`config.mk`:
```
export PLATFORM = sky130hd
export DESIGN_NAME = inst_fetch_unit
export DESIGN_NICKNAME = d
export VERILOG_FILES = /design/src/rtl/inst_fetch_unit.sv
export SDC_FILE = /design/constraint.sdc
export NUM_CORES = 1
export LEC_CHECK = 0
export ABC_CLOCK_PERIOD_IN_PS = 4100
export BUFFER_PORTS_ARGS = -buffer_cell sky130_fd_sc_hd__buf_4
export CAP_MARGIN = 20
export CORE_ASPECT_RATIO = 0.9
export CORE_MARGIN = 10
export CORE_UTILIZATION = 48
export DETAILED_ROUTE_END_ITERATION = 7
export PLACE_DENSITY_LB_ADDON = 0.12
export RECOVER_POWER = 50
export SYNTH_ARGS = -nofsm -noshare
export SYNTH_HDL_FRONTEND = slang
export SYNTH_SLANG_ARGS = --single-unit
```
`constraint.sdc`:
```
create_clock -name clk -period 4.1 [get_ports clk]
set_input_delay 0.615 -clock clk [delete_from_list [all_inputs] [get_ports clk]]
set_output_delay 0.615 -clock clk [all_outputs]
set_load 0.01 [all_outputs]
```
`src/rtl/inst_fetch_unit.sv`:
```
// Instruction fetch front end: owns the PC, drives imem req/gnt/rvalid, buffers {pc,inst} for decode.
// Optional macro FETCH_MISALIGN_TRAP_EN: misaligned redirect target raises fetch_misalign and parks in HALT.
module inst_fetch_unit #(
  parameter int                     PC_WIDTH   = 32,
  parameter int                     INST_WIDTH = 32,
  parameter logic [PC_WIDTH-1:0]    RESET_PC   = '0,
  parameter int                     FIFO_DEPTH = 2
) (
  input  logic                  clk,
  input  logic                  reset_n,
  output logic                  imem_req,
  output logic [PC_WIDTH-1:0]   imem_addr,
  input  logic                  imem_gnt,
  input  logic                  imem_rvalid,
  input  logic [INST_WIDTH-1:0] imem_rdata,
  output logic                  inst_valid,
  output logic [INST_WIDTH-1:0] inst,
  output logic [PC_WIDTH-1:0]   inst_pc,
  input  logic                  inst_ready,
  input  logic                  pc_sel,
  input  logic [PC_WIDTH-1:0]   br_target
`ifdef FETCH_MISALIGN_TRAP_EN
  ,
  output logic                  fetch_misalign
`endif
);

  localparam int PTR_W = (FIFO_DEPTH > 1) ? $clog2(FIFO_DEPTH) : 1;
  localparam int CNT_W = PTR_W + 1;
  localparam logic [CNT_W:0] DEPTH_C = (CNT_W+1)'(FIFO_DEPTH);

`ifdef FETCH_MISALIGN_TRAP_EN
  typedef enum logic [1:0] {S_BOOT, S_RUN, S_FLUSH, S_HALT} state_e;
`else
  typedef enum logic [1:0] {S_BOOT, S_RUN, S_FLUSH} state_e;
`endif

  state_e                state_q, state_d;
  logic [PC_WIDTH-1:0]   fetch_pc_q, fetch_pc_d;
  logic [CNT_W-1:0]      outst_q, outst_d, drop_q, drop_d, cnt_q, cnt_d;
  logic [PTR_W-1:0]      wr_q, wr_d, rd_q, rd_d, aq_wr_q, aq_wr_d, aq_rd_q, aq_rd_d;
  logic [INST_WIDTH-1:0] inst_mem [FIFO_DEPTH];
  logic [PC_WIDTH-1:0]   pc_mem   [FIFO_DEPTH];
  logic [PC_WIDTH-1:0]   aq_mem   [FIFO_DEPTH];

  logic                  credit, xfer, rsp_take, rsp_drop, pop;
  logic [CNT_W-1:0]      owed;
  logic [PC_WIDTH-1:0]   redir_pc;

  // Credit counts in-flight requests plus buffered entries so a response always has a slot.
  assign credit    = ({1'b0, outst_q} + {1'b0, cnt_q}) < DEPTH_C;
  assign imem_req  = (state_q == S_RUN) && credit && !pc_sel;
  assign xfer      = imem_req && imem_gnt;
  assign rsp_take  = imem_rvalid && (state_q == S_RUN) && (outst_q != '0) && !pc_sel;
  assign rsp_drop  = imem_rvalid && (drop_q != '0);
  assign inst_valid = (cnt_q != '0);
  assign pop       = inst_valid && inst_ready && !pc_sel;
  assign owed      = outst_q + drop_q;
  assign redir_pc  = br_target & ~(PC_WIDTH'(3));
  assign imem_addr = fetch_pc_q;
  assign inst      = inst_valid ? inst_mem[rd_q] : '0;
  assign inst_pc   = inst_valid ? pc_mem[rd_q]   : '0;

`ifdef FETCH_MISALIGN_TRAP_EN
  logic misalign_q, misalign_d;
  assign fetch_misalign = misalign_q;
`endif

  always_comb begin
    state_d    = state_q;
    fetch_pc_d = fetch_pc_q;
    outst_d    = outst_q;
    drop_d     = drop_q;
    cnt_d      = cnt_q;
    wr_d       = wr_q;
    rd_d       = rd_q;
    aq_wr_d    = aq_wr_q;
    aq_rd_d    = aq_rd_q;
`ifdef FETCH_MISALIGN_TRAP_EN
    misalign_d = misalign_q;
`endif
    if (pc_sel) begin
      // Redirect wins: everything buffered or in flight becomes stale.
      fetch_pc_d = redir_pc;
      drop_d     = owed - CNT_W'(imem_rvalid && (owed != '0));
      outst_d    = '0;
      cnt_d      = '0;
      wr_d       = '0;
      rd_d       = '0;
      aq_wr_d    = '0;
      aq_rd_d    = '0;
      state_d    = (drop_d != '0) ? S_FLUSH : S_RUN;
`ifdef FETCH_MISALIGN_TRAP_EN
      misalign_d = |br_target[1:0];
      if (|br_target[1:0]) state_d = S_HALT;
`endif
    end else begin
      if (xfer) begin
        fetch_pc_d = fetch_pc_q + PC_WIDTH'(4);
        aq_wr_d    = aq_wr_q + PTR_W'(1);
      end
      if (rsp_take) begin
        wr_d    = wr_q + PTR_W'(1);
        aq_rd_d = aq_rd_q + PTR_W'(1);
      end
      if (pop) rd_d = rd_q + PTR_W'(1);
      outst_d = outst_q + CNT_W'(xfer) - CNT_W'(rsp_take);
      cnt_d   = cnt_q + CNT_W'(rsp_take) - CNT_W'(pop);
      if (rsp_drop) drop_d = drop_q - CNT_W'(1);
      case (state_q)
        S_BOOT:  state_d = S_RUN;
        S_FLUSH: if (drop_d == '0) state_d = S_RUN;
        default: ;
      endcase
    end
  end

  always_ff @(posedge clk or negedge reset_n) begin
    if (!reset_n) begin
      state_q    <= S_BOOT;
      fetch_pc_q <= RESET_PC;
      outst_q    <= '0;
      drop_q     <= '0;
      cnt_q      <= '0;
      wr_q       <= '0;
      rd_q       <= '0;
      aq_wr_q    <= '0;
      aq_rd_q    <= '0;
    end else begin
      state_q    <= state_d;
      fetch_pc_q <= fetch_pc_d;
      outst_q    <= outst_d;
      drop_q     <= drop_d;
      cnt_q      <= cnt_d;
      wr_q       <= wr_d;
      rd_q       <= rd_d;
      aq_wr_q    <= aq_wr_d;
      aq_rd_q    <= aq_rd_d;
    end
  end

`ifdef FETCH_MISALIGN_TRAP_EN
  always_ff @(posedge clk or negedge reset_n) begin
    if (!reset_n) misalign_q <= 1'b0;
    else          misalign_q <= misalign_d;
  end
`endif

  // Payload storage; validity is tracked entirely by the pointers and counts above.
  always_ff @(posedge clk) begin
    if (xfer) aq_mem[aq_wr_q] <= fetch_pc_q;
    if (rsp_take) begin
      inst_mem[wr_q] <= imem_rdata;
      pc_mem[wr_q]   <= aq_mem[aq_rd_q];
    end
  end

endmodule

```
* Word-level counts from Yosys, hierarchy flattened
Memory sizes are Yosys's and may differ from the RTL's.
Cells that the tools add are included.
** Word-level totals
- Bits in registers :: 44
- Memory bits (writable) :: 192
- Bits of input ports :: 70
- Output and inout port bits :: 98
- Word-level logic and storage cells :: 77
- Memories :: 3
** Cells by class
- $add $sub $neg :: 13
- $lt $le $gt $ge :: 1
- Equality and inequality tests :: 3
- Multiplexer cells :: 25
- Reductions and logical operators :: 23
** Memory list
- aq_mem :: words 2, bits a word 32, read ports 1, clocked after memory_dff 0, write ports 1, RTL line 44 : logic [PC_WIDTH-1:0] aq_mem [FIFO_DEPTH];
- inst_mem :: words 2, bits a word 32, read ports 1, clocked after memory_dff 0, write ports 1, RTL line 42 : logic [INST_WIDTH-1:0] inst_mem [FIFO_DEPTH];
- pc_mem :: words 2, bits a word 32, read ports 1, clocked after memory_dff 0, write ports 1, RTL line 43 : logic [PC_WIDTH-1:0] pc_mem [FIFO_DEPTH];
** Operator list (count)
- $mux 32 :: 4
- $add 32x3->32 const B :: 1
- $mux 2 :: 8
- $reduce_bool 2->1 :: 8
- $mux 1 :: 12
- $logic_and 1x1->1 :: 10
- $sub 2x1->2 :: 3
- $add 1x1->1 const B :: 4
- $add 2x1->2 :: 2
- $logic_not 2->1 :: 2
- $pmux 2 s2 :: 1
- $add 2x2->3 :: 1
- $lt 3x2->1 const B :: 1
- $ne 3x3->1 const B :: 1
- $reduce_bool 3->1 :: 1
- $add 2x2->2 :: 1
- $eq 2x1->1 const B :: 1
- $eq 2x2->1 const B :: 1
- $reduce_and 2->1 :: 1
- $sub 2x1->2 const B :: 1
- $logic_not 1->1 :: 1

* Logic depth before layout (Yosys ltp)
- Depth in word-level cells :: 8
- Depth in mapped cells :: 11
- Gate-level depth less buffers :: 10

* Least setup slack after synthesis
OpenSTA, ideal clock, no wires.
- Path kind :: input -> register
- Start :: input port pc_sel
- End :: memory inst_mem[0][0], enable pin
- Arrival :: 3.899 ns
- Required time :: 3.618 ns
- Setup slack :: -0.282 ns
- Cell stages on the path :: 4
- Cells stage by stage :: clkbuf_1 -> nor4_1 -> inv_1 -> nor2_1
** On the way
- Cells in the longest elaborated chain, start to end :: 4
** RTL lines
- from (decl) :: RTL line 20 : input logic pc_sel,
- $logic_not 1->1 :: RTL line 54 : assign rsp_take = imem_rvalid && (state_q == S_RUN) && (outst_q != '0) && !pc_sel;
- $logic_and 1x1->1 :: RTL line 54
- $mux 1 :: RTL line 152 : if (rsp_take) begin
- $mux 1 (not written as such) :: RTL line 153 : inst_mem[wr_q] <= imem_rdata;
- to (decl) :: RTL line 42
No other way between the ends.

* Final worst setup path
- Start :: register outst_q[0]
- End :: register fetch_pc_q[20] (netlist: imem_addr[20])
** On the way
- Cells in the longest elaborated chain, start to end :: 6
** RTL lines
- from (decl) :: RTL line 40 : logic [CNT_W-1:0] outst_q, outst_d, drop_q, drop_d, cnt_q, cnt_d;
- from (signal assigned) :: RTL line 132 : outst_q <= outst_d;
- $add 2x2->3 :: RTL line 51 : assign credit = ({1'b0, outst_q} + {1'b0, cnt_q}) < DEPTH_C;
- $lt 3x2->1 :: RTL line 51
- $logic_and 1x1->1 (2 in series) :: RTL line 52 : assign imem_req = (state_q == S_RUN) && credit && !pc_sel;
- $logic_and 1x1->1 :: RTL line 53 : assign xfer = imem_req && imem_gnt;
- $reduce_bool 2->1 (no source line)
- to (signal assigned) :: RTL line 131 : fetch_pc_q <= fetch_pc_d;
- to (decl) :: RTL line 39 : logic [PC_WIDTH-1:0] fetch_pc_q, fetch_pc_d;
No other way between the ends.
A chain may end at the register's enable or synchronous reset.

==> flow_metrics.env <==
export IMPL_wl_per_cell_um=19.49
export IMPL_synth_cell_types=54
export IMPL_core_um2=19160
export IMPL_critPathSlowestCell="nor2_1"
export IMPL_pin_count=168
export IMPL_cts_root_buf="clkbuf_16"
export IMPL_first_pass_iters=5
export IMPL_cp_start_kind="flip-flop"
export IMPL_violations="capacitance limit, slew limit"
export IMPL_cts_hold_repair_buffers=0
export IMPL_nets=881
export IMPL_ys_async_sr_fraction_pct=18.58
export IMPL_layout_min_cycle_time_ps=2990
export IMPL_place_ws_ps=1156
export IMPL_worstPathRequired_ps=4470
export IMPL_crit_type="flip-flop to flip-flop"
export IMPL_maxSlewViolCount=43
export IMPL_vias_per_cell=5.355
export IMPL_post_cts_setup_buffers=0
export IMPL_ant_nets=0
export IMPL_clk_latency_ps=510
export IMPL_worst_slack_ps=1110
export IMPL_grt_max_degree=64
export IMPL_crit_path_start="outst_q[0]$_DFF_PN0_"
export IMPL_arrival_ps=3360
export IMPL_synth_cell_area_um2=9329
export IMPL_wirelength_mm=20.82
export IMPL_power_density_nw_per_um2=454.9
export IMPL_place_gp_congestion=0.7861
export IMPL_synth_enable_flop_cells=184
export IMPL_fmax_mhz=334.4
export IMPL_cts_sinks=226
export IMPL_critPathCaptureType="flip-flop"
export IMPL_crit_family="simple AND/OR/NAND/NOR gates"
export IMPL_reg2reg_from="outst_q[0]$_DFF_PN0_"
export IMPL_final_common_cell="edfxtp_1"
export IMPL_track_usage_pct=15.74
export IMPL_die_h_um=152.3
export IMPL_dpl_cell_area_um2=10820
export IMPL_slew_headroom_pct=-59.96
export IMPL_crit_fanout=14
export IMPL_worst_path_buf_inv=1
export IMPL_dp_final_hpwl_mm=13.78
export IMPL_drive_gt1_share_pct=22.74
export IMPL_design_area_um2=11390
export IMPL_fin_skew_ps=19.18
export IMPL_fin_tns_setup_ps=0
export IMPL_synthFlopType="edfxtp_1"
export IMPL_synth_area_per_cell_um2=14.65
export IMPL_initial_core_util_pct=48.69
export IMPL_vias=5719
export IMPL_path_cells="and2_1 -> fa_1 -> nand4bb_1 -> nor3_4 -> buf_4 -> nor2_1 -> o21ai_0 -> o311ai_0"
export IMPL_synth_ff_latch_count=226
export IMPL_die_x_um=167.0
export IMPL_synthTopCellsByArea="edfxtp_1 (59%), dfrtp_1 (11%), mux2i_1 (6.8%)"
export IMPL_hold_violations=0
export IMPL_cts_tree="yes"
export IMPL_rows=48
export IMPL_dieArea_um2=25420
export IMPL_yosysTopAreaCell="edfxtp_1"
export IMPL_drc=0
export IMPL_antenna_found_initial=0
export IMPL_grt_overflow=0
export IMPL_grt_setup_unrepaired="false"
export IMPL_synth_warning_count=0
export IMPL_area_growth_pct=22.10
export IMPL_finalSetupViolCount=0
export IMPL_max_stage_delay_ps=790
export IMPL_port_buffers=161
export IMPL_synthCells=637
export IMPL_ir_drop_v=0.0002440
export IMPL_clockBufferDepth=3
export IMPL_p_leak_nw=4.133
export IMPL_drv_cap=1
export IMPL_fin_crit_sh_pct=72.94
export IMPL_final_cell_mix="edfxtp_1 (184), buf_4 (102), nor2_1 (83), mux2i_1 (63)"
export IMPL_dr_first_iter_drc_count=401
export IMPL_ctsResizeCount=0
export IMPL_n_antenna_cell=0
export IMPL_worst_slew_pin_slew_ps=2399
export IMPL_grt_first_pass_wirelength_mm=32.79
export IMPL_path_clk_slew_ps=70
export IMPL_synth_top_area_share_pct=59.23
export IMPL_grt_pass1_vias=5836
export IMPL_cts_buffers=23
export IMPL_min_path_type="input pin to flip-flop"
export IMPL_cts_max_level=1
export IMPL_r2r_slack_ps=1110
export IMPL_yosysSeqAreaShare_pct=70.49
export IMPL_hold_path_startpoint="br_target[24]"
export IMPL_status="finished, violations left"
-- cell type report --
type	instances	area, um2
clock buffers	29	608.1
multi-input cells	370	2591
flip-flops and latches	226	6580
inverters	12	45.04
well taps	250	312.8
fillers	1536	7767
repair buffers	169	1167
clock inverters	12	86.33
-- per-stage QoR --
| stage | hold WS (ps) | cells | utilization, % | total power, mW |
|---|---|---|---|---|
| 4_1_cts | 102.5 | 1067 | 60.08 | 5.265 |
| 6_report | 321.2 | 1068 | 59.46 | 5.182 |
| 2_1_floorplan | 319.4 | 640 | - | 3.063 |
| 5_1_grt | 308.6 | 1068 | 59.46 | 5.395 |
| 3_5_place_dp | 507.6 | 1026 | 56.46 | 3.326 |
| 3_3_place_gp | 493.3 | 1026 | 56.46 | 3.293 |
-- tightest hold or removal path: cells and delay by family --
kind            cells  cell delay, ps
buf+inv             1              80
compound gates      1              40
simple gates        1              60
-- final timing paths --
path	end	cells past startpoint
setup / recovery	imem_addr[20]$_DFFE_PN0P_	8
hold / removal	imem_addr[24]$_DFFE_PN0P_	3
setup reg to reg	imem_addr[20]$_DFFE_PN0P_	8
hold reg to reg	aq_wr_q$_DFFE_PN0P_	1
max in group asynchronous	rd_q$_DFFE_PN0P_	1
min in group asynchronous	imem_addr[23]$_DFFE_PN0P_	1
-- cell families (layout without fill, tap and decap cells) --
logic type	after synthesis	after routing	synth area share [%]
AO/OA/AOI/OAI	65	65	5.003
XOR/XNOR	13	13	1.221
adder cells (fa/ha/maj)	9	9	1.288
buffers and inverters	44	222	2.039
flip-flops	226	226	70.49
multiplexers	93	93	10.38
other	1	4	0.04020
AND/OR/NAND/NOR	186	186	9.536
-- registers in the layout, summed over array words and instances, names as in the netlist, 2 cells and up --
register / flops
imem_addr: 30
state_q: 2
outst_q: 2
drop_q: 2
cnt_q: 2
aq_mem: 60
inst_mem: 64
pc_mem: 60
-- cells in the mapped netlist, types with 7 or more instances --
library cell  instances
nand4_1               8
mux2i_1              63
nor2_1               86
nand2_1              44
o311ai_0             13
inv_1                11
buf_1                 7
xnor2_1               9
nand3_1              17
edfxtp_1            184
clkbuf_1             15
mux2_2               30
dfrtp_1              42
o21ai_0              14
ha_1                  8
o211ai_1             12
-- metal layers --
layer	share of wire (%)	wire length [um]	vias up	GRT usage (%)
li1	-	-	2712	-
met1	44	9256	2758	21.39
met2	47	9702	217	24.56
met3	6.7	1391	32	3.713
met4	2.3	470	0	4.722
met5	0	0	-	0
-- power breakdown --
group / total [mW] / internal [mW] / switching [mW]
clock network: 1.94 / 1.11 / 0.831
logic: 0.501 / 0.212 / 0.289
registers: 2.74 / 2.61 / 0.127
total: 5.18 / 3.93 / 1.25
Note: power is estimated with default switching activity, not from simulation.
